==> config.mk <==
export PLATFORM = sky130hd
export DESIGN_NAME = mux2_bus_arbiter_flat
export DESIGN_NICKNAME = d
export VERILOG_FILES = /design/src/rtl/mux2_bus_arbiter_if.sv /design/src/rtl/mux2_bus_arbiter.sv /design/src/flat_wrapper.sv
export SDC_FILE = /design/constraint.sdc
export NUM_CORES = 1
export LEC_CHECK = 0
export BUFFER_PORTS_ARGS = -buffer_cell sky130_fd_sc_hd__buf_2
export CORE_AREA = 2 2 70 56
export CTS_BUF_LIST = sky130_fd_sc_hd__clkbuf_4 sky130_fd_sc_hd__clkbuf_8
export DETAILED_ROUTE_END_ITERATION = 6
export DIE_AREA = 0 0 72 58
export PLACE_DENSITY = 0.89
export SKIP_CTS_REPAIR_TIMING = 1
export SLEW_MARGIN = 30
export SYNTH_ARGS = -nofsm -noshare
export SYNTH_HDL_FRONTEND = slang
export SYNTH_SLANG_ARGS = --single-unit
==> constraint.sdc <==
create_clock -name clk -period 2.2 [get_ports clk]
set_input_delay 0.22 -clock clk [delete_from_list [all_inputs] [get_ports clk]]
set_output_delay 0.22 -clock clk [all_outputs]
set_load 0.005 [all_outputs]
==> src/rtl/mux2_bus_arbiter_if.sv <==
// Handshake bundle between two requesters, the arbiter and the shared resource.
// The arbiter sits on the slave modport; the requester/resource side drives the master modport.
interface mux2_bus_arbiter_if #(
  parameter int bitwidth = 32
);
  logic                req_a;
  logic                req_b;
  logic [bitwidth-1:0] a_data;
  logic [bitwidth-1:0] b_data;
  logic                res_ready;
  logic                sel;
  logic [bitwidth-1:0] y;
  logic                res_valid;
  logic                ack_a;
  logic                ack_b;
  logic                err_a;
  logic                err_b;

  modport master (
    output req_a, req_b, a_data, b_data, res_ready,
    input  sel, y, res_valid, ack_a, ack_b, err_a, err_b
  );

  modport slave (
    input  req_a, req_b, a_data, b_data, res_ready,
    output sel, y, res_valid, ack_a, ack_b, err_a, err_b
  );
endinterface

==> src/rtl/mux2_bus_arbiter.sv <==
// Round-robin arbiter owning the select of a shared 2:1 datapath mux, with
// completion acks and per-grant timeout abort.
module mux2_bus_arbiter #(
  parameter int bitwidth = 32,
  parameter int TIMEOUT  = 16
) (
  input logic               clk,
  input logic               reset,
  mux2_bus_arbiter_if.slave bus
);
  typedef enum logic [1:0] {IDLE, GNT_A, GNT_B} state_t;

  localparam logic [7:0] TO_LAST = 8'(TIMEOUT - 1);

  state_t     state_q, state_d;
  logic       sel_q, sel_d;
  logic       vld_q, vld_d;
  logic       last_q, last_d;
  logic [7:0] wait_cnt_q, wait_cnt_d;
  logic       in_a, in_b, tmo, fin;

  assign in_a = (state_q == GNT_A);
  assign in_b = (state_q == GNT_B);
  // Completion takes priority: a timeout only counts on a non-ready cycle.
  assign tmo  = (TIMEOUT != 0) && !bus.res_ready && (wait_cnt_q == TO_LAST);
  assign fin  = (in_a || in_b) && (bus.res_ready || tmo);

  assign bus.ack_a     = in_a && bus.res_ready;
  assign bus.ack_b     = in_b && bus.res_ready;
  assign bus.err_a     = in_a && tmo;
  assign bus.err_b     = in_b && tmo;
  assign bus.sel       = sel_q;
  assign bus.res_valid = vld_q;
  assign bus.y         = sel_q ? bus.b_data : bus.a_data;

  always_comb begin
    state_d    = state_q;
    last_d     = last_q;
    wait_cnt_d = wait_cnt_q;
    case (state_q)
      IDLE: begin
        wait_cnt_d = 8'd0;
        if (bus.req_a && (!bus.req_b || last_q)) state_d = GNT_A;
        else if (bus.req_b)                      state_d = GNT_B;
      end
      GNT_A: begin
        if (fin) begin
          last_d     = 1'b0;
          wait_cnt_d = 8'd0;
          // Hand over to the other side first so neither requester starves.
          state_d    = bus.req_b ? GNT_B : (bus.req_a ? GNT_A : IDLE);
        end else begin
          wait_cnt_d = wait_cnt_q + 8'd1;
        end
      end
      GNT_B: begin
        if (fin) begin
          last_d     = 1'b1;
          wait_cnt_d = 8'd0;
          state_d    = bus.req_a ? GNT_A : (bus.req_b ? GNT_B : IDLE);
        end else begin
          wait_cnt_d = wait_cnt_q + 8'd1;
        end
      end
      default: state_d = IDLE;
    endcase
    sel_d = (state_d == GNT_B) ? 1'b1 : ((state_d == GNT_A) ? 1'b0 : sel_q);
    vld_d = (state_d != IDLE);
  end

  always_ff @(posedge clk) begin
    if (reset) begin
      state_q    <= IDLE;
      sel_q      <= 1'b0;
      vld_q      <= 1'b0;
      last_q     <= 1'b1;
      wait_cnt_q <= 8'd0;
    end else begin
      state_q    <= state_d;
      sel_q      <= sel_d;
      vld_q      <= vld_d;
      last_q     <= last_d;
      wait_cnt_q <= wait_cnt_d;
    end
  end
endmodule

==> src/flat_wrapper.sv <==
// flat-port wrapper written by rule: the top's interface ports become plain ports
module mux2_bus_arbiter_flat 
#(
  parameter int bitwidth = 32,
  parameter int TIMEOUT  = 16
)
  (clk, reset, bus_req_a, bus_req_b, bus_a_data, bus_b_data, bus_res_ready, bus_sel, bus_y, bus_res_valid, bus_ack_a, bus_ack_b, bus_err_a, bus_err_b);
  mux2_bus_arbiter_if #(.bitwidth(bitwidth)) bus_i ();
  input logic clk;
  input logic reset;
  input wire logic [$bits(bus_i.req_a)-1:0] bus_req_a;
  input wire logic [$bits(bus_i.req_b)-1:0] bus_req_b;
  input wire logic [$bits(bus_i.a_data)-1:0] bus_a_data;
  input wire logic [$bits(bus_i.b_data)-1:0] bus_b_data;
  input wire logic [$bits(bus_i.res_ready)-1:0] bus_res_ready;
  output wire logic [$bits(bus_i.sel)-1:0] bus_sel;
  output wire logic [$bits(bus_i.y)-1:0] bus_y;
  output wire logic [$bits(bus_i.res_valid)-1:0] bus_res_valid;
  output wire logic [$bits(bus_i.ack_a)-1:0] bus_ack_a;
  output wire logic [$bits(bus_i.ack_b)-1:0] bus_ack_b;
  output wire logic [$bits(bus_i.err_a)-1:0] bus_err_a;
  output wire logic [$bits(bus_i.err_b)-1:0] bus_err_b;
  assign bus_i.req_a = bus_req_a;
  assign bus_i.req_b = bus_req_b;
  assign bus_i.a_data = bus_a_data;
  assign bus_i.b_data = bus_b_data;
  assign bus_i.res_ready = bus_res_ready;
  assign bus_sel = bus_i.sel;
  assign bus_y = bus_i.y;
  assign bus_res_valid = bus_i.res_valid;
  assign bus_ack_a = bus_i.ack_a;
  assign bus_ack_b = bus_i.ack_b;
  assign bus_err_a = bus_i.err_a;
  assign bus_err_b = bus_i.err_b;
  mux2_bus_arbiter #(.bitwidth(bitwidth), .TIMEOUT(TIMEOUT)) u_core (.clk(clk), .reset(reset), .bus(bus_i));
endmodule
==> metrics.txt <==
status=finished, violations left; failing checks=negative setup slack; Clock Pin Slew Worst Setup and Hold Paths=about 0.050 ns; Ports=107; Synth area leaders=mux2_2 31%, dfxtp_1 22%, ha_1 7.5%; Power Density=529 mW/mm^2; RSZ-0062 raised after global routing=true; Post-synth top flop=dfxtp_1; DR WL/cell=about 13 um; Synth cell types=33; final period utilization=1.00; vias in the first global route=1248; Inst Count DP=approximately 280; synthesis warning total=0; number of buffers created by CTS=3; Hold Path Class=input port to flop; placer congestion estimate=0.831; most area-hungry cell type in the Yosys netlist=mux2_2; Setup crit start kind=flop; Sink Count=13; number of max-cap violations=0; worst flop-to-flop path startpoint=u_core.state_q[0]$_SDFF_PP0_; hpwl dp=around 2.9 mm; R2R Path End=u_core.bus.sel$_SDFFE_PP0P_; most common cell type on the critical path=ha_4; r2r worst-path depth=9; Buf/Inv on CP=1; Critical Path Fanout Max=3; worst setup path class=flop to flop; #FFs+latches synth=13; worst slew pin tran=~0.54 ns; first-pass GRT wire length=5.43 mm; fin worst setup slack=-0.00545 ns; n_diodes=0; Global Route Usage Sum=0.165; Leak=around 0.9 nW; critical path required time=approximately 2.3 ns; critical path arrival=2.34 ns; Overflow after GRT=0; via count=around 1300; nets=about 320; clk_lat worst skew=0.25 ns; drt first pass iters=4; drt initial violations=54; Worst Setup SP=u_core.state_q[0]$_SDFF_PP0_; full die area=0.00418 mm^2; Hold Path End=u_core.bus.sel$_SDFFE_PP0P_; Reg2Reg Setup Slack=-0.005 ns; share of post-route cells with drive strength above 1=0.685; H-tree depth reported by CTS=1; crit-path cells=inv_4 > ha_4 > and4_4 > a22o_4 > mux2_4 > o22a_4 > ha_4 > mux2i_1 > nor2_1; Max Root-Sink Buffers=2; hold_sp=reset; DRT antenna net count=0; Area Overhead vs Synth=61.3%; most frequent cell after synthesis=mux2_2; top post-synthesis cells by count=32 x mux2_2, 13 x dfxtp_1, 11 x nor2_1; share of the synthesized area in the top cell type=0.309; starting density of the core=0.334; Async S/R FF share, synth=0; initial antenna violation count=0; Hold Vio Cnt, Final=0; Design Area, Final=0.00188 mm^2; total length of routed wires=3.58 mm; DR vias/cell=just under 5; CP top delay family=compound AO/OA/AOI/OAI gates; FP Rows=19; number of port buffers=106; Tmin final=2.21 ns; VDD IR max=0.259 mV; Post-Syn Nets=202; crit-path max cell delay=0.36 ns; placed inst area=0.00180 mm^2; CP max-delay cell=dfxtp_2; Pins Over Slew Limit=0; Chip Width=72 um; Non-Filler Instances=280; CP endpoint kind=flop; sequential share of the synthesized area=0.223; CTS tree=done; die height=58 um; mapped cell area=0.00117 mm^2; hold slack=0.259 ns; Setup Skew=around 0.0041 ns; largest net degree at the start of global routing=34; DRC=0; core area=~0.0035 mm^2; Post-synth EDFFs=0; worst hold stages=2; Mapped Cells=126; final setup violation count=1; FMAX=0.453 GHz; CTS Root Buffer Type=clkbuf_8; post-synthesis average cell area=9.26 um^2; max_slew headroom=0.640
==> metrics by stage <==
step	setup slack [ns]	power, mW	utilization	setup TNS, ns
global placement	0.0437	0.730	0.515	0
floorplan	0.00740	0.547	-	0
finish	-0.00545	0.997	0.539	-0.00545
detailed placement	-0.0108	0.746	0.515	-0.0108
global route	-0.0694	1.06	0.539	-0.0694
CTS	-0.0216	0.968	0.528	-0.0216
==> placed cells by master (no fill, tap or decap), types with 4 or more instances in the layout <==
| cell | n |
|---|---|
| nand2_1 | 7 |
| xnor2_1 | 4 |
| o21ai_0 | 5 |
| mux2_2 | 32 |
| buf_4 | 7 |
| ha_1 | 5 |
| dfxtp_1 | 11 |
| nor2_1 | 11 |
| buf_2 | 106 |
| nor3_1 | 4 |
==> how the worst max path moves through the flow <==
| stage | depth (start not counted) | end | slack [ns] |
|---|---|---|---|
| 2_1_floorplan | 9 | u_core.bus.sel$_SDFFE_PP0P_ | 0.007 |
| 3_3_place_gp | 9 | u_core.bus.sel$_SDFFE_PP0P_ | 0.04 |
| 3_5_place_dp | 9 | u_core.bus.sel$_SDFFE_PP0P_ | -0.01 |
| 4_1_cts | 9 | u_core.bus.sel$_SDFFE_PP0P_ | -0.02 |
| 5_1_grt | 9 | u_core.bus.sel$_SDFFE_PP0P_ | -0.07 |
| 6_report | 9 | u_core.bus.sel$_SDFFE_PP0P_ | -0.005 |
==> power breakdown <==
group	switching, mW	internal (mW)
clock	0.0919	0.125
sequential	0.0109	0.254
combinational	0.220	0.294
total	0.323	0.674
==> metal layers <==
layer / share of wire / vias to the layer above / track usage
li1: - / 678 / -
met1: 0.43 / 598 / 0.213
met2: 0.50 / 63 / 0.269
met3: 0.060 / 6 / 0.0278
met4: 0.018 / 0 / 0.0782
met5: 0 / - / 0
==> area by class of cell <==
| class | count | area [um^2] |
|---|---|---|
| Sequential cell | 13 | 263 |
| Timing Repair Buffer | 114 | 594 |
| Clock buffer | 3 | 41.3 |
| Multi-Input combinational cell | 102 | 906 |
| Tap cell | 42 | 52.6 |
| Inverter | 5 | 21.3 |
| Fill cell | 306 | 1610 |
| Clock inverter | 1 | 5.00 |
==> flip-flops by register name, indices dropped and copies added (netlist names) <==
signal / cells
u_core.bus.res_valid: 1
u_core.bus.sel: 1
u_core.last_q: 1
u_core.state_q: 2
u_core.wait_cnt_q: 8
==> kinds of logic after synthesis <==
| kind of cell | synth area share |
|---|---|
| DFF | 0.223 |
| and+or+nand+nor | 0.174 |
| adders and majority gates | 0.0750 |
| muxes | 0.339 |
| xor gates and xnor gates | 0.0450 |
| AOI/OAI and AO/OA | 0.106 |
| buffers and inverters | 0.0386 |
Power figures use the tool's default switching activity.
